**src/rtl/fft_power_spec.sv**
```systemverilog
// Streaming power-spectrum stage: |X[k]|^2 for the half-spectrum bins 0..NFFT/2,
// with bin index / end-of-frame tagging, frame counting and frame-length checking.
module fft_power_spec #(
  parameter int unsigned WIDTH = 16,
  parameter int unsigned NFFT  = 512,
  parameter int unsigned IDX_W = 9,
  parameter int unsigned OUT_W = 32
) (
  input  logic                    clk,
  input  logic                    resetn,
  input  logic                    s_valid,
  output logic                    s_ready,
  input  logic signed [WIDTH-1:0] s_real,
  input  logic signed [WIDTH-1:0] s_imag,
  input  logic                    s_last,
  output logic                    m_valid,
  input  logic                    m_ready,
  output logic [OUT_W-1:0]        m_power,
  output logic [IDX_W-1:0]        m_index,
  output logic                    m_last,
  output logic [15:0]             frame_cnt,
  output logic                    len_err,
  input  logic                    err_clr
);

  localparam int unsigned PW = 2 * WIDTH;
  localparam logic [IDX_W-1:0] HALF_IDX = IDX_W'(NFFT / 2);
  localparam logic [IDX_W-1:0] LAST_IDX = IDX_W'(NFFT - 1);

  logic [IDX_W-1:0]     cnt;
  logic                 adv;
  logic                 xfer;
  logic                 keep;
  logic                 at_end;
  logic                 frame_end;
  logic                 len_bad;
  logic signed [PW-1:0] re_ext;
  logic signed [PW-1:0] im_ext;

  logic                 s1_valid;
  logic signed [PW-1:0] s1_rr;
  logic signed [PW-1:0] s1_ii;
  logic [IDX_W-1:0]     s1_idx;
  logic                 s1_last;

  // Whole pipeline moves together; a stalled output freezes both stages.
  always_comb begin
    adv       = !m_valid || m_ready;
    s_ready   = adv;
    xfer      = s_valid && adv;
    keep      = (cnt <= HALF_IDX);
    at_end    = (cnt == LAST_IDX);
    frame_end = xfer && (s_last || at_end);
    len_bad   = xfer && (s_last != at_end);
    re_ext    = $signed({{WIDTH{s_real[WIDTH-1]}}, s_real});
    im_ext    = $signed({{WIDTH{s_imag[WIDTH-1]}}, s_imag});
  end

  // Input bin counter, frame counter and sticky length error.
  always_ff @(posedge clk or negedge resetn) begin
    if (!resetn) begin
      cnt       <= '0;
      frame_cnt <= '0;
      len_err   <= 1'b0;
    end else begin
      if (frame_end) begin
        cnt       <= '0;
        frame_cnt <= frame_cnt + 16'd1;
      end else if (xfer) begin
        cnt <= cnt + IDX_W'(1);
      end
      if (len_bad) begin
        len_err <= 1'b1;
      end else if (err_clr) begin
        len_err <= 1'b0;
      end
    end
  end

  // Stage 1: squares; bins above NFFT/2 are accepted but enter as bubbles.
  always_ff @(posedge clk or negedge resetn) begin
    if (!resetn) begin
      s1_valid <= 1'b0;
      s1_rr    <= '0;
      s1_ii    <= '0;
      s1_idx   <= '0;
      s1_last  <= 1'b0;
    end else if (adv) begin
      s1_valid <= xfer && keep;
      s1_rr    <= re_ext * re_ext;
      s1_ii    <= im_ext * im_ext;
      s1_idx   <= cnt;
      s1_last  <= (cnt == HALF_IDX) || s_last;
    end
  end

  // Stage 2: unsigned sum; both squares are non-negative so no overflow occurs.
  always_ff @(posedge clk or negedge resetn) begin
    if (!resetn) begin
      m_valid <= 1'b0;
      m_power <= '0;
      m_index <= '0;
      m_last  <= 1'b0;
    end else if (adv) begin
      m_valid <= s1_valid;
      if (s1_valid) begin
        m_power <= OUT_W'($unsigned(s1_rr)) + OUT_W'($unsigned(s1_ii));
        m_index <= s1_idx;
        m_last  <= s1_last;
      end
    end
  end

endmodule

```
**config.mk**
```make
export PLATFORM = sky130hd
export DESIGN_NAME = fft_power_spec
export DESIGN_NICKNAME = d
export VERILOG_FILES = /design/src/rtl/fft_power_spec.sv
export SDC_FILE = /design/constraint.sdc
export NUM_CORES = 1
export LEC_CHECK = 0
export ABC_AREA = 1
export BUFFER_PORTS_ARGS = -buffer_cell sky130_fd_sc_hd__clkbuf_2
export CAP_MARGIN = 5
export CORE_ASPECT_RATIO = 1.25
export CORE_UTILIZATION = 59
export CTS_BUF_LIST = sky130_fd_sc_hd__clkbuf_8
export CTS_CLUSTER_SIZE = 30
export DETAILED_ROUTE_END_ITERATION = 7
export GPL_ROUTABILITY_DRIVEN = 0
export MAX_ROUTING_LAYER = met4
export PLACE_DENSITY_LB_ADDON = 0.05
export SLEW_MARGIN = 20
export SYNTH_ARGS = -nofsm -noshare
export SYNTH_HDL_FRONTEND = slang
export SYNTH_SLANG_ARGS = --single-unit
```
**constraint.sdc**
```tcl
create_clock -name clk -period 2.3 [get_ports clk]
set_input_delay 0.23 -clock clk [delete_from_list [all_inputs] [get_ports clk]]
set_output_delay 0.23 -clock clk [all_outputs]
set_load 0.005 [all_outputs]
```
# Word level (Yosys, flattened, before mapping)
# Index checks and enable logic that the tools add are counted.
totals:
  in_bits: 38
  output_inout_bits: 61
  regBits: 144
classes:
  n_reduce_logical: 11
  n_mul: 2
  eq_ne: 3
  n_mux: 4
  addsub: 3
  order_cmp: 1
ops:
  columns: ["op", "count"]
  rows:
  - ["16-bit by 16-bit multiplier with 32-bit output", 2]
  - ["32-bit adder", 1]
  - ["9-bit == test, second input constant", 2]
  - ["9-bit two-way mux", 2]
  - ["16-bit by 1-bit adder with 16-bit output, second input constant", 1]
  - ["9-bit by 1-bit adder with 9-bit output, second input constant", 1]
  - ["9-bit <= comparator, second input constant", 1]
  - ["1-bit logical AND", 4]
  - ["2-bit nonzero test", 2]
  - ["1-bit logical OR", 3]
  - ["1-bit two-way mux", 2]
  - ["2-bit AND reduction", 1]
  - ["1-bit zero test", 1]
  - ["1-bit inequality test", 1]

# Depth between registers and ports, before layout
# Gate-level depths: netlist of run 1.
logic_depth:
  word_depth: 5
  depth_mapped: 29
  ltp_nobuf: 28

# Worst setup path before layout of run 1
# OpenSTA, ideal clock, no wires.
synth_timing:
  kind: "input port to flip-flop"
  start: "input port s_real[15]"
  end: "register s1_rr[31]"
  path_slack_ns: -3.193
  setup_ns: 0.118
  n_path_buf: 2
  arrival_ns: 5.375
  stages: 22
  path_cell_list: "clkbuf_1 clkbuf_1 nand2_1 fa_1 inv_1 fa_1 inv_1 fa_1 fa_1 fa_1 fa_1 inv_1 ha_1 nand2_1 nor2_1 nand2_1 nor3_1 nand2_1 nand2_1 nand2_1 nand3_1 nand2_1"
synth_between:
  elab_chain_cells: 1
synth_rtl:
  columns: ["element", "line_no", "rtl"]
  rows:
  - ["from (decl)", "13", "input logic signed [WIDTH-1:0] s_real,"]
  - ["16-bit by 16-bit multiplier with 32-bit output", "90", "s1_rr <= re_ext * re_ext;"]
  - ["to (signal assigned)", "90", null]
  - ["to (decl)", "41", "logic signed [PW-1:0] s1_rr;"]
# Every way passes these cells.
# A chain may end at the register's enable or synchronous reset.

# Final worst setup path of run 1
layout_timing:
  start: "input port s_imag[15]"
  end: "register s1_ii[31]"
layout_between:
  elab_chain_cells: 1
layout_rtl:
  columns: ["element", "line_no", "rtl"]
  rows:
  - ["from (decl)", "14", "input logic signed [WIDTH-1:0] s_imag,"]
  - ["16-bit by 16-bit multiplier with 32-bit output", "91", "s1_ii <= im_ext * im_ext;"]
  - ["to (signal assigned)", "91", null]
  - ["to (decl)", "42", "logic signed [PW-1:0] s1_ii;"]
# Every way passes these cells.

==> results of run 1 <==
-- cells in the mapped netlist (22+ instances only) --
cell and count:
nand2_1 1048, inv_1 1001, fa_1 468, ha_1 213, nand3_1 167, nor2_1 163, dfrtp_1 142, a21oi_1 80
clkbuf_1 78, o21ai_0 49, nand4_1 41, xor2_1 33, xnor2_1 28, nor3_1 27, o21bai_1 22
-- repair_timing --
item,in CTS,in global routing
cloned,3,1
gates resized for setup,442,274
endpoints found under the setup margin,64,60
buffers inserted,53,24
hold buffers,2,0
endpoints found under the hold margin,62,0
pin swaps,232,192
-- per-stage QoR --
step | cells | hold slack [ns] | TNS, ns
after detailed placement | 4632 | 0.265 | -152.70
final | 4742 | 0.0840 | -112.83
after CTS | 4721 | 0.0622 | -111.52
after global routing | 4742 | 0.0917 | -120.81
after floorplan | 3671 | -0.0656 | -121.67
after global placement | 4632 | 0.264 | -148.94
-- critical path, delay by kind of cell --
kind | cells | cell delay [ns]
buf+inv | 8 | 0.67
simple gates | 10 | 0.80
fa+ha+maj | 7 | 3.39
-- metal layers --
layer	vias up	routed length (um)
met4	0	4270
met5	-	0
met1	12182	27700
li1	11659	-
met2	721	41200
met3	277	2820
-- flip-flops by register name, indices dropped and copies added (netlist names) --
| register | count |
|---|---|
| s1_valid | 1 |
| cnt | 9 |
| m_power | 32 |
| s1_last | 1 |
| len_err | 1 |
| m_index | 9 |
| s1_rr | 31 |
| m_valid | 1 |
| m_last | 1 |
| s1_ii | 31 |
| s1_idx | 9 |
| frame_cnt | 16 |
-- area by class of cell --
type | instances | area, sq um
clock buffers | 20 | 275
inverters | 1025 | 3880
well taps | 585 | 732
clock inverters | 12 | 156
multi-input cells | 2414 | 23000
fillers | 3025 | 9470
flip-flops and latches | 142 | 3550
repair buffers | 544 | 4940
-- cell families (layout without fill, tap and decap cells) --
group	count (synthesis)	in the layout	share of synthesized area, %
and+or+nand+nor	1494	1494	22.4
buffers and inverters	1115	1601	15.2
adders and majority gates	681	681	43.8
AOI/OAI and AO/OA	178	178	3.63
DFF	142	142	12.9
xor gates and xnor gates	61	61	1.94
-- how the worst min path moves through the flow --
| stage | startpoint | endpoint | slack, ns | depth (start not counted) |
|---|---|---|---|---|
| after detailed placement | resetn | s1_rr[13] | 0.27 | 1 |
| after global routing | s_valid | cnt[7] | 0.09 | 3 |
| after floorplan | resetn | cnt[0] | -0.07 | 0 |
| after global placement | resetn | m_index[1] | 0.26 | 1 |
| after CTS | s_valid | cnt[7] | 0.06 | 3 |
| final | s_valid | cnt[7] | 0.08 | 3 |
==> impl_metrics.csv, run 1 <==
group,metric,value,unit
outcome,status,"finished with violations",
outcome,violations,"negative setup slack",
final_layout,final_common_cell,"inv_1",
logic_synthesis,synth_top_area_share,34.1,%
critical_path,worstPathArrival,5.09,ns
sta,max_freq,212,MHz
logic_synthesis,mappedNetlistArea,27500,sq um
routing,vias,24839,
logic_synthesis,synthTopCellsByArea,"fa_1 34%, nand2_1 14%, inv_1 14%, dfrtp_1 13%, ha_1 9.7%",
logic_synthesis,ys_types,41,
logic_synthesis,synth_nets,4390,
critical_path,critPathLaunch,"s_imag[15]",
critical_path,reg2reg_slack,0.08,ns
final_layout,utilization,79.4,%
placed_design,placement.setup.worst_slack,-3.17,ns
logic_synthesis,synth_edf_count,0,
critical_path,cpMostUsedCell,"fa_1",
critical_path,critical_path_required,2.67,ns
critical_path,endpoint,"s1_ii[31]",
critical_path,start_kind,"primary input",
routing,drtAntennaViolNets,0,
die,core-area,46000,sq um
clocking,clockBufferDepth,2,
global_routing,grt_max_degree,77,
routing,drtPass1Iterations,5,
critical_path,crit_type,"primary input to register",
job,max-cap-violations,0,
sta,fin_ws,-2.42,ns
die,rows,88,
logic_synthesis,syn_avg_cell_area,7.48,sq um
sta,final_max_slew_viol_count,0,
clocking,cts_buffers,17,
sta,period_share,205,%
final_layout,drive_above_1_share,30.9,%
sta,rsz0062_at_grt,"yes",
routing,wl_per_cell,16.0,um
final_layout,diodes,0,
critical_path,r2r-start,"cnt[1]",
clocking,root_buffer,"clkbuf_8",
final_layout,layout.nets,4863,
die,initial_core_util,59.7,%
sta,hold_viol_final,0,
logic_synthesis,async_flop_share,100,%
die,die_y,243,um
routing,drt-total-wl,75.9,mm
global_routing,met3_usage,2.62,%
critical_path,r2r-end,"frame_cnt[14]",
sta,fin_skew,0.0196,ns
clocking,cts_htree_levels,4,
clocking,numClockSinks,142,
logic_synthesis,synth_largest_area_cell,"fa_1",
logic_synthesis,ys_ff_latch,142,
placed_design,dp.final_hpwl,60.6,mm
clocking,path_clk_slew,0.09,ns
die,ios,99,
global_routing,grt.overflow.total,0,
placed_design,portBuffers,98,
final_layout,area_growth,33.1,%
critical_path,crit_path_max_fanout,6,
global_routing,grt_use_met2,61.6,%
sta,layout_min_cycle_time,4.72,ns
global_routing,top_usage_layer,"met2",
logic_synthesis,yosysSeqAreaShare,12.9,%
global_routing,grt_pass1_vias,26781,
logic_synthesis,synth_flop_cell,"dfrtp_1",
critical_path,critPathSlowestCell,"fa_2",
sta,setup_viol,55,
global_routing,antenna_found_initial,0,
sta,tightest_slew,0.836,ns
routing,drc,0,
final_layout,final_cell_mix,"871 x inv_1, 821 x nand2_1, 421 x fa_1, 351 x buf_4, 143 x inv_2",
global_routing,groute.layer.met1.usage,35.8,%
final_layout,stdcell_area,36600,sq um
min_path,hold_path_class,"primary input to register",
global_routing,grtUsageTotal,33.3,%
routing,vias_per_cell,5.24,
sta,slew_headroom,44.2,%
global_routing,grt_first_pass_wirelength,124,mm
placed_design,postPlaceCellArea,32800,sq um
critical_path,slowest_delay,0.58,ns
clocking,clock_latency,0.48,ns
critical_path,r2r_cells,16,
die,fp.dieW,195,um
logic_synthesis,yosysWarnings,0,
routing,first_iter_violations,1061,
logic_synthesis,postSynthCellCount,3671,
clocking,cts_tree,"yes",
critical_path,crit_path_end_kind,"register",
die,die_area,47400,sq um
Power of run 1 is left out: the tool's default activity adds up to more than one toggle a clock period on the data nets, which glitch-free logic cannot reach.
==> inputs of run 2 (changes only) <==
clock period = 4.25 ns   (was 2.3 ns; I/O delays follow)
==> impl_metrics.csv, run 2 (synthesis results as in run 1) <==
group,metric,value,unit
clocking,cts_tree,"yes",
critical_path,crit_type,"primary input to register",
critical_path,reg2reg_slack,1.59,ns
die,die_area,47400,sq um
die,rows,88,
final_layout,final_common_cell,"inv_1",
routing,first_iter_violations,1112,
global_routing,grt_pass1_vias,26750,
die,ios,99,
global_routing,antenna_found_initial,0,
clocking,numClockSinks,142,
final_layout,largest_register_ffs,32,
final_layout,seqCellArea,3550,sq um
clocking,cts_htree_levels,4,
final_layout,final_cell_mix,"874 x inv_1, 832 x nand2_1, 418 x fa_1, 338 x buf_4, 156 x ha_1",
critical_path,slowest_delay,0.56,ns
sta,layout_min_cycle_time,5.04,ns
critical_path,critical_path.top_delay_family,"adder cells",
critical_path,endpoint,"s1_ii[24]",
routing,wl_per_cell,16.5,um
clocking,path_clk_slew,0.09,ns
critical_path,critPathSlowestCell,"fa_1",
placed_design,portBuffers,98,
sta,setup_viol,46,
sta,final_max_slew_viol_count,0,
critical_path,crit_path_max_fanout,6,
placed_design,dp.final_hpwl,60.0,mm
global_routing,grt_max_degree,77,
clocking,clockBufferDepth,2,
sta,hold_viol_final,0,
routing,drc,0,
routing,drtPass1Iterations,8,
final_layout,nFillCells,3104,
job,max-cap-violations,0,
critical_path,crit_cells,24,
die,initial_core_util,59.7,%
sta,fin_ws,-0.793,ns
routing,drtAntennaViolNets,0,
critical_path,r2r-start,"cnt[1]",
sta,tightest_slew,0.902,ns
min_path,hold_path_class,"primary input to register",
final_layout,multiInputGateArea,22600,sq um
global_routing,grt_first_pass_wirelength,124,mm
final_layout,diodes,0,
critical_path,path_cells,"clkbuf_16 -> nand2_1 -> inv_1 -> fa_2 -> buf_6 -> buf_6 -> fa_1 -> fa_2 -> fa_1 -> fa_1 -> inv_2 -> fa_1 -> inv_2 -> ha_4 -> nand2_4 -> nor2_4 -> buf_6 -> nand2_4 -> nor2_1 -> nand2_1 -> nand3_1 -> nand2_1 -> nand3_1 -> nand2_1",
sta,max_freq,198,MHz
critical_path,r2r-end,"frame_cnt[14]",
final_layout,layout.nets,4852,
sta,fin_skew,0.0137,ns
final_layout,top_register,"m_power",
sta,rsz0062_at_grt,"yes",
die,core-area,46000,sq um
critical_path,worstPathArrival,5.39,ns
final_layout,drive_above_1_share,29.5,%
clocking,cts_buffers,17,
critical_path,critPathBufInv,7,
final_layout,reg.largest.list,"m_power: 32 flops, s1_ii: 31 flops, s1_rr: 31 flops",
critical_path,critPathLaunch,"s_imag[2]",
final_layout,layout.cells.non_filler,4731,
routing,vias_per_cell,5.22,
clocking,root_buffer,"clkbuf_8",
outcome,violations,"negative setup slack",
critical_path,r2r_cells,16,
routing,vias,24683,
critical_path,critical_path_required,4.59,ns
outcome,status,"finished with violations",
critical_path,crit_path_end_kind,"register",
die,die_y,243,um
critical_path,start_kind,"primary input",
global_routing,grt.overflow.total,0,
sta,slew_headroom,39.8,%
placed_design,placedCellCount,4598,
final_layout,area_growth,31.7,%
routing,drt-total-wl,77.9,mm
sta,period_share,119,%
die,fp.dieW,195,um
clocking,clock_latency,0.46,ns
global_routing,grtUsageTotal,33.7,%
run 2: changes by cell type in the layout (fill, tap and decap cells not counted), moves of 10 or more:
| cell | before | now |
|---|---|---|
| nand2_4 | 93 | 83 |
| nand2_1 | 821 | 832 |
| ha_1 | 130 | 156 |
| buf_4 | 351 | 338 |
| nand3_1 | 129 | 142 |
| ha_4 | 77 | 52 |
run 2: per-stage QoR:
stage               util, %  instance area, sq um  setup TNS (ns)  setup WS [ns]  hold WS [ns]
floorplan                 -                 29500          -31.87         -0.939         0.129
global placement       70.3                 32300          -54.57          -1.28         0.440
detailed placement     70.3                 32300          -57.55          -1.39         0.447
CTS                    76.5                 35200          -24.16         -0.711         0.140
global route           78.6                 36200          -34.61         -0.966         0.152
finish                 78.6                 36200          -27.56         -0.793         0.151
run 2: layout make-up:
cell class                 instances  area share (%)
clock buffer                      18           0.685
clock inverter                    14           0.619
inverter                        1025            10.8
multi-input combinational       2414            62.5
sequential                       142            9.82
tap                              585            2.02
timing repair buffer             533            13.6
run 2: per-layer routing:
| metal | global-route usage, % | part of all wire, % |
|---|---|---|
| met1 | 34.9 | 36 |
| met3 | 2.81 | 3.2 |
| met2 | 63.2 | 55 |
| met4 | 17.2 | 6.1 |
| met5 | - | 0 |
run 2: repair_timing:
action                                  4_1_cts  5_1_grt
buffers inserted                             63       30
endpoints found under the setup margin       48       48
pin swaps                                   251      201
hold buffers                                  1        0
resized for setup                           447      236
endpoints found under the hold margin        61        0
cloned                                        7        2
run 2: how the worst min path moves through the flow:
stage	start	end	slack, ns	cells past startpoint
5_1_grt	err_clr	len_err	0.15	2
3_3_place_gp	resetn	s1_rr[13]	0.44	1
6_report	err_clr	len_err	0.15	2
3_5_place_dp	resetn	s1_idx[7]	0.45	1
4_1_cts	err_clr	len_err	0.14	2
2_1_floorplan	resetn	cnt[0]	0.13	0
Power of run 2 is left out for the same reason.
